`src/rtl/ppu_arbiter.sv`:
```
// Two-requester round-robin front end for a single PPU. One operation in
// flight at a time: accept in IDLE, issue for one cycle, wait for the result
// (bounded by TIMEOUT), then pulse done to the winner and return to IDLE.
// Per-requester result/err registers hold until that requester completes again.
module ppu_arbiter #(
  parameter int OP_W    = 3,
  parameter int TIMEOUT = 16
) (
  input  logic            clk,
  input  logic            rst,
  input  logic            req0_valid_i,
  input  logic [OP_W-1:0] req0_op_i,
  input  logic [31:0]     req0_a_i,
  input  logic [31:0]     req0_b_i,
  input  logic            req1_valid_i,
  input  logic [OP_W-1:0] req1_op_i,
  input  logic [31:0]     req1_a_i,
  input  logic [31:0]     req1_b_i,
  output logic            req0_ready_o,
  output logic            req0_done_o,
  output logic            req0_err_o,
  output logic [31:0]     req0_result_o,
  output logic            req1_ready_o,
  output logic            req1_done_o,
  output logic            req1_err_o,
  output logic [31:0]     req1_result_o,
  output logic            ppu_valid_in_o,
  output logic [31:0]     ppu_in1_o,
  output logic [31:0]     ppu_in2_o,
  output logic [OP_W-1:0] ppu_op_o,
  input  logic [31:0]     ppu_out_i,
  input  logic            ppu_valid_o_i,
  output logic            busy_o,
  output logic [7:0]      stray_cnt_o
);

  typedef enum logic [1:0] {
    S_IDLE  = 2'd0,
    S_ISSUE = 2'd1,
    S_WAIT  = 2'd2,
    S_DONE  = 2'd3
  } state_t;

  // Wait count at which an unanswered operation gives up (counter runs from the ISSUE cycle).
  localparam logic [7:0] TO_LAST = 8'(TIMEOUT - 1);

  state_t            state_q, state_d;
  logic              grant_q, grant_d;
  logic              last_grant_q, last_grant_d;
  logic [7:0]        cnt_q, cnt_d;
  logic [OP_W-1:0]   op_q, op_d;
  logic [31:0]       a_q, a_d;
  logic [31:0]       b_q, b_d;
  logic [31:0]       res0_q, res0_d;
  logic [31:0]       res1_q, res1_d;
  logic              err0_q, err0_d;
  logic              err1_q, err1_d;
  logic [7:0]        stray_q, stray_d;

  logic              any_req_s;
  logic              pick_s;
  logic              fin_s;
  logic              fin_err_s;

  function automatic logic [7:0] sat_inc(input logic [7:0] v);
    return (v == 8'hFF) ? v : v + 8'd1;
  endfunction

  // Round-robin choice: on a tie the requester that did not win last time goes.
  always_comb begin
    any_req_s = req0_valid_i | req1_valid_i;
    if (req0_valid_i && req1_valid_i) begin
      pick_s = ~last_grant_q;
    end else if (req1_valid_i) begin
      pick_s = 1'b1;
    end else begin
      pick_s = 1'b0;
    end
  end

  // Next-state, operand latching, completion and stray-valid accounting.
  always_comb begin
    state_d      = state_q;
    grant_d      = grant_q;
    last_grant_d = last_grant_q;
    cnt_d        = cnt_q;
    op_d         = op_q;
    a_d          = a_q;
    b_d          = b_q;
    res0_d       = res0_q;
    res1_d       = res1_q;
    err0_d       = err0_q;
    err1_d       = err1_q;
    stray_d      = stray_q;
    fin_s        = 1'b0;
    fin_err_s    = 1'b0;

    case (state_q)
      S_IDLE: begin
        if (ppu_valid_o_i) begin
          stray_d = sat_inc(stray_q);
        end else begin
          stray_d = stray_q;
        end
        if (any_req_s) begin
          grant_d = pick_s;
          op_d    = pick_s ? req1_op_i : req0_op_i;
          a_d     = pick_s ? req1_a_i  : req0_a_i;
          b_d     = pick_s ? req1_b_i  : req0_b_i;
          cnt_d   = 8'd0;
          state_d = S_ISSUE;
        end else begin
          state_d = S_IDLE;
        end
      end
      S_ISSUE: begin
        cnt_d = cnt_q + 8'd1;
        if (ppu_valid_o_i) begin
          fin_s   = 1'b1;
          state_d = S_DONE;
        end else begin
          state_d = S_WAIT;
        end
      end
      S_WAIT: begin
        if (ppu_valid_o_i) begin
          fin_s   = 1'b1;
          state_d = S_DONE;
        end else if (cnt_q == TO_LAST) begin
          fin_s     = 1'b1;
          fin_err_s = 1'b1;
          state_d   = S_DONE;
        end else begin
          cnt_d   = cnt_q + 8'd1;
          state_d = S_WAIT;
        end
      end
      S_DONE: begin
        if (ppu_valid_o_i) begin
          stray_d = sat_inc(stray_q);
        end else begin
          stray_d = stray_q;
        end
        last_grant_d = grant_q;
        state_d      = S_IDLE;
      end
      default: begin
        state_d = S_IDLE;
      end
    endcase

    // Completion lands only in the granted requester's result/err registers.
    if (fin_s) begin
      if (grant_q) begin
        res1_d = fin_err_s ? 32'd0 : ppu_out_i;
        err1_d = fin_err_s;
      end else begin
        res0_d = fin_err_s ? 32'd0 : ppu_out_i;
        err0_d = fin_err_s;
      end
    end else begin
      fin_err_s = 1'b0;
    end
  end

  // State register with synchronous reset; last_grant resets to 1 so req0 wins the first tie.
  always_ff @(posedge clk) begin
    if (rst) begin
      state_q      <= S_IDLE;
      grant_q      <= 1'b0;
      last_grant_q <= 1'b1;
      cnt_q        <= 8'd0;
      op_q         <= {OP_W{1'b0}};
      a_q          <= 32'd0;
      b_q          <= 32'd0;
      res0_q       <= 32'd0;
      res1_q       <= 32'd0;
      err0_q       <= 1'b0;
      err1_q       <= 1'b0;
      stray_q      <= 8'd0;
    end else begin
      state_q      <= state_d;
      grant_q      <= grant_d;
      last_grant_q <= last_grant_d;
      cnt_q        <= cnt_d;
      op_q         <= op_d;
      a_q          <= a_d;
      b_q          <= b_d;
      res0_q       <= res0_d;
      res1_q       <= res1_d;
      err0_q       <= err0_d;
      err1_q       <= err1_d;
      stray_q      <= stray_d;
    end
  end

  // Output decode; ready is combinational on the request and forced low under reset.
  always_comb begin
    req0_ready_o   = (state_q == S_IDLE) && !rst && any_req_s && !pick_s;
    req1_ready_o   = (state_q == S_IDLE) && !rst && any_req_s &&  pick_s;
    req0_done_o    = (state_q == S_DONE) && !grant_q;
    req1_done_o    = (state_q == S_DONE) &&  grant_q;
    req0_err_o     = err0_q;
    req1_err_o     = err1_q;
    req0_result_o  = res0_q;
    req1_result_o  = res1_q;
    ppu_valid_in_o = (state_q == S_ISSUE);
    busy_o         = (state_q != S_IDLE);
    stray_cnt_o    = stray_q;
    if ((state_q == S_ISSUE) || (state_q == S_WAIT)) begin
      ppu_in1_o = a_q;
      ppu_in2_o = b_q;
      ppu_op_o  = op_q;
    end else begin
      ppu_in1_o = 32'd0;
      ppu_in2_o = 32'd0;
      ppu_op_o  = {OP_W{1'b0}};
    end
  end

endmodule
```
`config.mk`:
```
export PLATFORM = sky130hd
export DESIGN_NAME = ppu_arbiter
export DESIGN_NICKNAME = d
export VERILOG_FILES = /design/src/rtl/ppu_arbiter.sv
export SDC_FILE = /design/constraint.sdc
export NUM_CORES = 1
export LEC_CHECK = 0
export CORE_MARGIN = 5
export CORE_UTILIZATION = 43
export CTS_BUF_LIST = sky130_fd_sc_hd__clkbuf_2
export CTS_CLUSTER_SIZE = 20
export DETAILED_ROUTE_END_ITERATION = 7
export PLACE_DENSITY = 0.81
export SKIP_CTS_REPAIR_TIMING = 1
export SYNTH_ARGS = -nofsm -noshare
export SYNTH_HDL_FRONTEND = slang
export SYNTH_SLANG_ARGS = --single-unit
export TNS_END_PERCENT = 30
```
`constraint.sdc`:
```
create_clock -name clk -period 2.5 [get_ports clk]
set_input_delay 0.5 -clock clk [delete_from_list [all_inputs] [get_ports clk]]
set_output_delay 0.5 -clock clk [all_outputs]
set_load 0.1 [all_outputs]
```
==> After elaboration in Yosys (flattened, before gate mapping) <==
Cells that the tools add are included.
{ "totals": {"reg_bits": 153, "in_bits": 171, "output_inout_bits": 147, "elab_cells": 70} }
{ "classes": {"n_addsub": 2, "n_eq_ne": 8, "n_mux": 24, "bitwise": 4, "reduce_logical": 20} }
{ "ops": {"columns": ["operator", "count"], "rows": [
  ["$mux 32", 5],
  ["$mux 8", 3],
  ["$pmux 8 s3", 1],
  ["$add 8x1->8 const B", 2],
  ["$mux 1", 11],
  ["$eq 8x4->1 const B", 1],
  ["$eq 8x8->1 const B", 1],
  ["$pmux 2 s4", 1],
  ["$logic_and 1x1->1", 7],
  ["$mux 3", 2],
  ["$ne 2x2->1 const B", 3],
  ["$reduce_and 2->1", 3],
  ["$eq 2x2->1 const B", 2],
  ["$reduce_and 4->1", 1],
  ["$logic_not 1->1", 3],
  ["$not 1->1", 3],
  ["$reduce_and 3->1", 1],
  ["$reduce_bool 3->1", 1],
  ["$eq 2x1->1 const B", 1],
  ["$logic_not 2->1", 1],
  ["$pmux 1 s2", 1],
  ["$reduce_bool 2->1", 1],
  ["$reduce_or 2->1", 1],
  ["$logic_or 1x1->1", 1],
  ["$or 1x1->1", 1]
]} }

==> Longest topological paths before layout <==
Gate-level depths: netlist (run 1).
{ "depth": {"word_depth": 5, "ltp_mapped": 8, "ltp_nobuf": 6} }

==> Worst setup path before layout (run 1) <==
Ideal clock, no wire load.
{ "synth_path": {"kind": "input port to output port", "startpoint": "input port req1_valid_i", "endpoint": "output port req0_ready_o", "arrival_ps": 3025, "required_time_ps": 2000, "path_slack_ps": -1025, "path_stages": 4, "cell_sequence": "a21boi_0 > buf_2 > buf_2 > nor3_1"} }
{ "synth_via": {"elab_chain_cells": 4, "elab_cells_between_ends": 7, "classes_between": "mux: 2; bitwise: 1; reduce/logical: 4"} }
{ "synth_lines": {"columns": ["element", "line_no", "text"], "rows": [
  ["start, declared", "15", "input logic req1_valid_i,"],
  ["$mux 1 or $logic_and 1x1->1 (tied branches)", "74, 72", null],
  ["$mux 1", "72", "if (req0_valid_i && req1_valid_i) begin"],
  ["$logic_not 1->1", "199", "req0_ready_o = (state_q == S_IDLE) && !rst && any_req_s && !pick_s;"],
  ["$logic_and 1x1->1 (*)", "199", null],
  ["end, declared", "19", "output logic req0_ready_o,"]
]} }
Every way passes the cells marked *; elsewhere a longest branch is shown, timed or not.

==> Worst setup path in the final report (run 1) <==
{ "layout_path": {"startpoint": "register state_q[1]", "endpoint": "output port ppu_in1_o[29]"} }
{ "layout_via": {"elab_chain_cells": 3, "elab_cells_between_ends": 4, "classes_between": "eq/ne: 2; mux: 1; reduce/logical: 1"} }
{ "layout_lines": {"columns": ["element", "line_no", "text"], "rows": [
  ["start, declared", "47", "state_t state_q, state_d;"],
  ["start signal, assigned", "182", "state_q <= state_d;"],
  ["$eq 2x1->1 or $eq 2x2->1 (tied branches)", "210", "if ((state_q == S_ISSUE) || (state_q == S_WAIT)) begin"],
  ["$logic_or 1x1->1 (*)", "210", null],
  ["$mux 32 (*)", "210", null],
  ["end, declared", "28", "output logic [31:0] ppu_in1_o,"]
]} }
Marks and branches as above.

==> impl_metrics.csv, run 1 <==
group,metric,value,unit
sta,worst_pin_slew,0.546,ns
run,cap_violations,0,
route,drt-initial-drc-count,167,
yosys,synth_cell_type_count,45,
yosys,ys_seq_area_frac,0.439,
sta,setup_ws,-0.137,ns
sta,final.setup.tns,-5.61,ns
setup_path,rr_worst_depth,8,
route,met2WireLength,11.2,mm
pwr,power,10.6,mW
yosys,yosys.cell_count.top_type,"dfxtp_1",
global_route,grt_pass1_vias,6225,
sta,setup_viol,68,
setup_path,critPathMaxStageDelay,0.39,ns
die,die_w,137,um
die,rows,46,
placed_design,place_inst,1251,
setup_path,crit_path_start,"state_q[1]",
route,drt.antenna.violating_nets,0,
sta,skew,0.0379,ns
sta,rsz0062_at_grt,"true",
setup_path,worstPathArrival,2.14,ns
sta,drv_slew,0,
pwr,internal_power,5.47,mW
sta,slew_headroom,0.636,
cts,cts.sinks,153,
setup_path,slowest_stage,"dfxtp_2",
placed_design,gp_congestion,0.789,
cells_and_area,fin_area,11300,um2
placed_design,place_area,10900,um2
die,fp.coreArea,15900,um2
yosys,synth-seq-cells,153,
setup_path,start_kind,"register",
cts,cts_max_level,4,
pwr,clkPwrFrac,0.128,
cts,clockBufferDepth,2,
outcome,violations,"negative setup slack",
route,route.vias.total,6503,
setup_path,r2r-end,"req1_result_o[28]",
yosys,ys.flop_type,"dfxtp_1",
setup_path,path_cells,"inv_1 -> ha_4 -> clkbuf_16 -> and2_1 -> buf_12",
route,highest_layer,"met5",
die,top_level_ports,318,
yosys,syn-num-nets,938,
yosys,netlist_area,6980,um2
setup_path,setup.worst_path.end,"ppu_in1_o[29]",
sta,hold_violations,0,
yosys,synth.area.top_cells,"dfxtp_1 44%, mux2i_1 19%, a211oi_1 7.4%",
yosys,yosysTopAreaCell,"dfxtp_1",
pwr,seq_power_share,0.284,
setup_path,crit_required,2.00,ns
setup_path,critPathCaptureType,"primary output",
die,dieArea,18900,um2
setup_path,r2r-start,"state_q[0]",
cts,clkLatencyLatePin,0.74,ns
pwr,p_leak,4.70,nW
cts,cts_buffers,17,
route,drtPass1Iterations,5,
global_route,grt_antenna_before_repair,3,
sta,max_freq,379,MHz
setup_path,critPathKind,"reg -> out",
global_route,overflow,0,
route,wl_met3,2.20,mm
worst_hold_path,hold_path_class,"in -> reg",
placed_design,hpwlAfterDp,16.5,mm
yosys,yosys-top-cells-count,"153 x dfxtp_1, 135 x mux2i_1, 108 x nand2_1",
cells_and_area,fin_nets,1237,
route,m1WireLength,8.31,mm
cells_and_area,utilization,0.713,
outcome,status,"finished, violations left",
route,finalWirelength,22.0,mm
placed_design,io_buffer_count,317,
cells_and_area,drive_above_1_share,0.253,
yosys,yosys.area.top_type_share,0.439,
pwr,p_sw_frac,0.483,
pwr,vdd_ir_drop_max,589,uV
die,fp.dieH,137,um
worst_hold_path,hold_path_depth,4,
cells_and_area,area_growth,62.3,%
route,drc,0,
yosys,synthArstFlopShare,0,
cells_and_area,instances_no_fill,1289,
setup_path,path_max_fanout,25,
cts,clk_pin_slew,0.24,ns
sta,post-route-period-util,1.05,
route,viasPerCell,5.04,
pwr,power.switching,5.11,mW
yosys,syn_inst,760,
setup_path,rrSetupSlack,0.48,ns
cts,tritoncts,"done",
yosys,synth_area_per_cell,9.18,um2
global_route,grt_max_degree,136,
route,wl_per_cell,17.1,um
yosys,yosysWarningCount,0,
sta,whs,0.197,ns
pwr,comb_power_share,0.588,
global_route,globalRouteTotalUtil,0.221,
yosys,synth-edff-count,0,
cts,cts-root-buf,"clkbuf_2",
sta,period_minus_slack,2.64,ns
pwr,p_per_area,934,nW/um2
die,start_util,0.439,
placed_design,post-place-ws,0.191,ns
global_route,grt_pass1_wl,32.5,mm
## power groups by stage
stage / logic, mW / registers [mW] / clock network (mW)
after floorplan: 3.41 / 3.48 / 0
after global placement: 5.83 / 3.03 / 0
after detailed placement: 5.87 / 3.04 / 0
after CTS: 5.88 / 2.99 / 1.40
after global routing: 6.50 / 3.06 / 1.50
final: 6.22 / 3.01 / 1.35
## logic make-up (layout without fill, tap and decap cells)
group / count (synthesis) / after routing / synth area share
xor gates and xnor gates: 1 / 1 / 0.00125
other: 0 / 1 / 0
muxes: 135 / 135 / 0.194
AOI/OAI and AO/OA: 103 / 103 / 0.110
adders and majority gates: 7 / 7 / 0.0125
DFF: 153 / 153 / 0.439
buffers and inverters: 69 / 381 / 0.0470
and+or+nand+nor: 292 / 292 / 0.197
## worst max-delay path, delay by kind of cell (launching register included)
family        cells  cell delay [ns]
fa+ha+maj         1             0.35
buf+inv           3             0.47
flops             1             0.39
simple gates      1             0.19
## cells in the final DEF (no fill, tap or decap), types with 7 or more instances in the layout
master / instances
inv_1: 7
clkdlybuf4s50_1: 169
and2_1: 17
dfxtp_1: 151
nand2_1: 108
a211oi_1: 69
clkbuf_2: 17
buf_12: 78
mux2i_1: 135
o21ai_0: 10
buf_4: 90
and2_4: 45
nor2_1: 78
inv_6: 7
## flip-flops by register name (all words and copies together), names as in the netlist
name / flops
a_q: 32
req1_err_o: 1
stray_cnt_o: 8
req0_result_o: 32
cnt_q: 8
req0_err_o: 1
last_grant_q: 1
state_q: 2
req1_result_o: 32
b_q: 32
grant_q: 1
op_q: 3
## layer usage
metal	vias up	track usage
li1	3246	-
met1	3000	0.234
met2	225	0.393
met3	28	0.101
met4	4	0.0671
met5	-	0
## area by class of cell
type | count | area, um2
multi-input cells | 538 | 3750
clock inverters | 15 | 139
well taps | 216 | 270
repair buffers | 339 | 3980
flip-flops and latches | 153 | 3070
inverters | 10 | 41.3
diodes | 1 | 2.50
clock buffers | 17 | 85.1
fillers | 1184 | 4550
## how the worst min path moves through the flow
stage	startpoint	endpoint	slack [ns]
floorplan	last_grant_q	last_grant_q	0.43
global route	rst	req1_err_o	0.15
finish	rst	req0_err_o	0.20
CTS	rst	req0_err_o	0.14
detailed placement	req0_result_o[6]	req0_result_o[6]	0.45
global placement	req1_result_o[31]	req1_result_o[31]	0.44
Note: power is estimated with default switching activity, not from simulation.
==> inputs of run 2 (changes only) <==
CORE_UTILIZATION = 45   (was 43)
PLACE_DENSITY = 0.84   (was 0.81)
clock period = 3.1 ns   (was 2.5 ns; I/O delays follow)
==> impl_metrics.csv, run 2 (same netlist as run 1, synthesis figures left out) <==
group,metric,value,unit
outcome,status,"finished clean",
setup_path,critPathKind,"reg -> out",
cts,cts-root-buf,"clkbuf_2",
global_route,overflow,0,
global_route,grt_max_degree,136,
pwr,power.switching,4.05,mW
global_route,grt_busiest_layer,"met2",
die,start_util,0.459,
cts,cts_buffers,17,
setup_path,rrSetupSlack,0.93,ns
setup_path,start_kind,"register",
cts,clockBufferDepth,2,
run,cap_violations,0,
sta,slew_headroom,0.519,
pwr,clkPwrFrac,0.140,
setup_path,path_max_fanout,42,
cells_and_area,area_growth,58.2,%
route,drtPass1Iterations,5,
worst_hold_path,hold_path_class,"in -> reg",
worst_hold_path,hold_path_depth,2,
pwr,p_sw_frac,0.487,
placed_design,hpwlAfterDp,16.8,mm
global_route,grt_antenna_before_repair,1,
setup_path,worstPathArrival,2.28,ns
cells_and_area,multi_input_area,3620,um2
cells_and_area,drive_above_1_share,0.194,
pwr,comb_power_share,0.570,
pwr,seq_power_share,0.290,
sta,post-route-period-util,0.935,
setup_path,crit_required,2.48,ns
die,top_level_ports,318,
pwr,p_leak,4.55,nW
route,route.vias.total,6504,
sta,rsz0062_at_grt,"false",
sta,setup_viol,0,
setup_path,critPathCaptureType,"primary output",
global_route,grtUsageMet1,0.257,
route,wl_per_cell,17.6,um
pwr,power,8.32,mW
route,drc,0,
cts,clkLatencyLatePin,0.72,ns
sta,worst_pin_slew,0.722,ns
die,fp.dieH,135,um
pwr,internal_power,4.27,mW
sta,final.setup.tns,0,ns
global_route,globalRouteTotalUtil,0.235,
die,dieArea,18100,um2
route,viasPerCell,5.19,
cts,cts_max_level,4,
cts,clk_pin_slew,0.24,ns
cts,tritoncts,"done",
cells_and_area,fin_nets,1228,
sta,hold_violations,0,
placed_design,gp_congestion,0.820,
die,rows,45,
pwr,p_per_area,754,nW/um2
sta,max_freq,345,MHz
cells_and_area,final_common_cell,"clkdlybuf4s50_1",
pwr,vdd_ir_drop_max,422,uV
route,finalWirelength,22.1,mm
route,drt-initial-drc-count,381,
placed_design,io_buffer_count,317,
die,fp.coreArea,15200,um2
die,die_w,135,um
setup_path,rr_worst_depth,7,
sta,drv_slew,0,
cells_and_area,mostFrequentLayoutCells,"169 x clkdlybuf4s50_1, 153 x dfxtp_1, 135 x mux2i_1, 108 x nand2_1, 86 x buf_4",
global_route,grt_pass1_wl,33.4,mm
cells_and_area,n_fill_cell,1129,
cells_and_area,utilization,0.726,
global_route,grt_pass1_vias,6350,
global_route,grtUsageMet3,0.0831,
global_route,grt_util_met2,0.422,
cells_and_area,register_area,3060,um2
cts,cts.sinks,153,
route,drt.antenna.violating_nets,0,
sta,skew,0.0324,ns
sta,period_minus_slack,2.90,ns
-- run 2: power by group through the flow --
| stage | combinational, mW | sequential (mW) | clock [mW] |
|---|---|---|---|
| global placement | 4.68 | 2.44 | 0 |
| CTS | 4.72 | 2.42 | 1.21 |
| finish | 4.74 | 2.41 | 1.16 |
| global route | 4.97 | 2.45 | 1.29 |
| floorplan | 2.73 | 2.81 | 0 |
| detailed placement | 4.72 | 2.46 | 0 |
-- run 2: routing by layer --
layer | wire length, um | part of all wire | vias to the layer above
met4 | 626 | 0.028 | 0
li1 | - | - | 3232
met2 | 11500 | 0.52 | 221
met1 | 8260 | 0.37 | 3012
met3 | 1690 | 0.077 | 39
met5 | 0 | 0 | -
-- run 2: critical path, stage by stage, from the launching register on --
cell	delay [ns]
dfxtp_1	0.44
inv_1	0.12
ha_4	0.39
buf_12	0.21
and2_1	0.21
buf_12	0.19
-- run 2: layout make-up --
cell class              count  area share
diodes                      1    0.000227
clock buffers              18     0.00816
inverters                  10     0.00340
flip-flops and latches    153       0.277
well taps                 188      0.0213
multi-input cells         538       0.328
clock inverters            14      0.0150
repair buffers            330       0.346
-- run 2: path summary, 6_finish.rpt --
path                                   startpoint                end
worst max-delay path                   state_q[0]      ppu_in2_o[14]
worst min-delay path                          rst         state_q[1]
worst max register to register         state_q[0]  req0_result_o[30]
worst min register to register  req1_result_o[29]  req1_result_o[29]
-- run 2: per-stage QoR --
stage          area (um2)  hold slack (ns)  worst slack (ns)  cells
2_1_floorplan        6990            0.431           -0.0430    760
3_3_place_gp        10800            0.443             0.548   1218
3_5_place_dp        10800            0.450             0.550   1218
4_1_cts             11000            0.155            -0.119   1250
5_1_grt             11000            0.214            0.0120   1252
6_report            11000            0.248             0.202   1252
==> inputs of run 3 (changes only) <==
CORE_UTILIZATION = 39   (was 45)
CTS_CLUSTER_DIAMETER = 150   (was default)
PLACE_DENSITY = 0.77   (was 0.84)
clock period = 2.5 ns   (was 3.1 ns; I/O delays follow)
==> impl_metrics.csv, run 3 (same netlist as run 1, synthesis figures left out) <==
group,metric,value,unit
sta,skew,0.0449,ns
die,die_w,144,um
cts,clkLatencyLatePin,0.73,ns
pwr,seq_power_share,0.266,
sta,worst_pin_slew,0.477,ns
global_route,overflow,0,
route,route.vias.total,6635,
route,drtPass1Iterations,4,
sta,post-route-period-util,1.04,
die,fp.dieH,144,um
sta,max_freq,384,MHz
cts,clk_pin_slew,0.29,ns
global_route,grt_pass1_wl,33.0,mm
pwr,p_leak,4.87,nW
cts,tritoncts,"done",
sta,period_minus_slack,2.60,ns
setup_path,path_max_fanout,9,
sta,hold_violations,0,
worst_hold_path,hold_path_class,"in -> reg",
cells_and_area,n_fill_cell,1422,
route,drc,0,
sta,setup_viol,41,
cts,cts_buffers,17,
cts,cts-root-buf,"clkbuf_2",
run,cap_violations,0,
cells_and_area,register_area,3070,um2
die,fp.coreArea,17800,um2
pwr,internal_power,6.03,mW
die,top_level_ports,318,
sta,final.setup.tns,-2.95,ns
cells_and_area,area_growth,67.5,%
pwr,power.switching,5.32,mW
route,drt.antenna.violating_nets,0,
cells_and_area,mostFrequentLayoutCells,"169 x clkdlybuf4s50_1, 151 x dfxtp_1, 135 x mux2i_1, 108 x nand2_1, 100 x buf_4",
cells_and_area,final_common_cell,"clkdlybuf4s50_1",
setup_path,crit_required,2.00,ns
pwr,p_sw_frac,0.469,
route,finalWirelength,22.8,mm
global_route,grt_pass1_vias,6417,
setup_path,rr_worst_depth,9,
cells_and_area,fin_nets,1255,
placed_design,place_area,10900,um2
setup_path,start_kind,"register",
outcome,status,"finished, violations left",
route,viasPerCell,5.02,
pwr,p_per_area,971,nW/um2
worst_hold_path,hold_path_depth,2,
placed_design,post-place-ws,0.250,ns
placed_design,io_buffer_count,317,
sta,rsz0062_at_grt,"true",
sta,drv_slew,0,
route,wl_per_cell,17.3,um
setup_path,worstPathArrival,2.10,ns
global_route,globalRouteTotalUtil,0.203,
sta,whs,0.140,ns
global_route,grt_antenna_before_repair,4,
setup_path,critPathKind,"reg -> out",
placed_design,gp_congestion,0.788,
die,start_util,0.393,
setup_path,critPathCaptureType,"primary output",
cells_and_area,fin_area,11700,um2
pwr,vdd_ir_drop_max,534,uV
route,drt-initial-drc-count,272,
cts,clockBufferDepth,2,
global_route,grt_max_degree,106,
cells_and_area,utilization,0.658,
cells_and_area,multi_input_area,3810,um2
cts,cts_max_level,4,
cts,cts.sinks,153,
sta,setup_ws,-0.103,ns
sta,slew_headroom,0.682,
pwr,comb_power_share,0.591,
cells_and_area,drive_above_1_share,0.284,
die,dieArea,20700,um2
die,rows,49,
placed_design,hpwlAfterDp,16.5,mm
pwr,clkPwrFrac,0.142,
outcome,violations,"negative setup slack",
run 3: path summary, 6_finish.rpt:
path	start	to	slack, ns
max	state_q[0]	ppu_in2_o[26]	-0.10
min	rst	b_q[31]	0.14
max reg2reg	state_q[0]	cnt_q[0]	0.38
min reg2reg	req1_result_o[4]	req1_result_o[4]	0.47
run 3: metal layers:
metal	vias to the layer above	GRT usage	routed length [um]
li1	3277	-	-
met1	3059	0.221	8400
met2	247	0.342	11200
met3	48	0.0915	2410
met4	4	0.0837	803
met5	-	0	27
run 3: cell type report:
class                   instances  area share
clock buffers                  17     0.00728
multi-input cells             538       0.326
inverters                      10     0.00374
well taps                     229      0.0245
clock inverters                15      0.0174
flip-flops and latches        153       0.262
repair buffers                357       0.358
diodes                          3    0.000642
run 3: stage by stage:
stage	instances	power [mW]
final	1322	11.4
after global routing	1321	11.9
after CTS	1300	10.5
after detailed placement	1268	8.91
after global placement	1268	8.86
after floorplan	760	6.89
run 3: power groups by stage:
stage	clock network, mW	logic [mW]	registers [mW]
4_1_cts	1.67	5.88	3.00
2_1_floorplan	0	3.41	3.48
5_1_grt	1.77	7.02	3.07
3_5_place_dp	0	5.86	3.05
3_3_place_gp	0	5.83	3.03
6_report	1.62	6.71	3.02
run 3: critical path, stage by stage (launching register included):
cell	delay, ns
dfxtp_2	0.40
inv_2	0.05
ha_4	0.31
clkbuf_16	0.17
buf_8	0.12
and2_4	0.17
buf_12	0.17
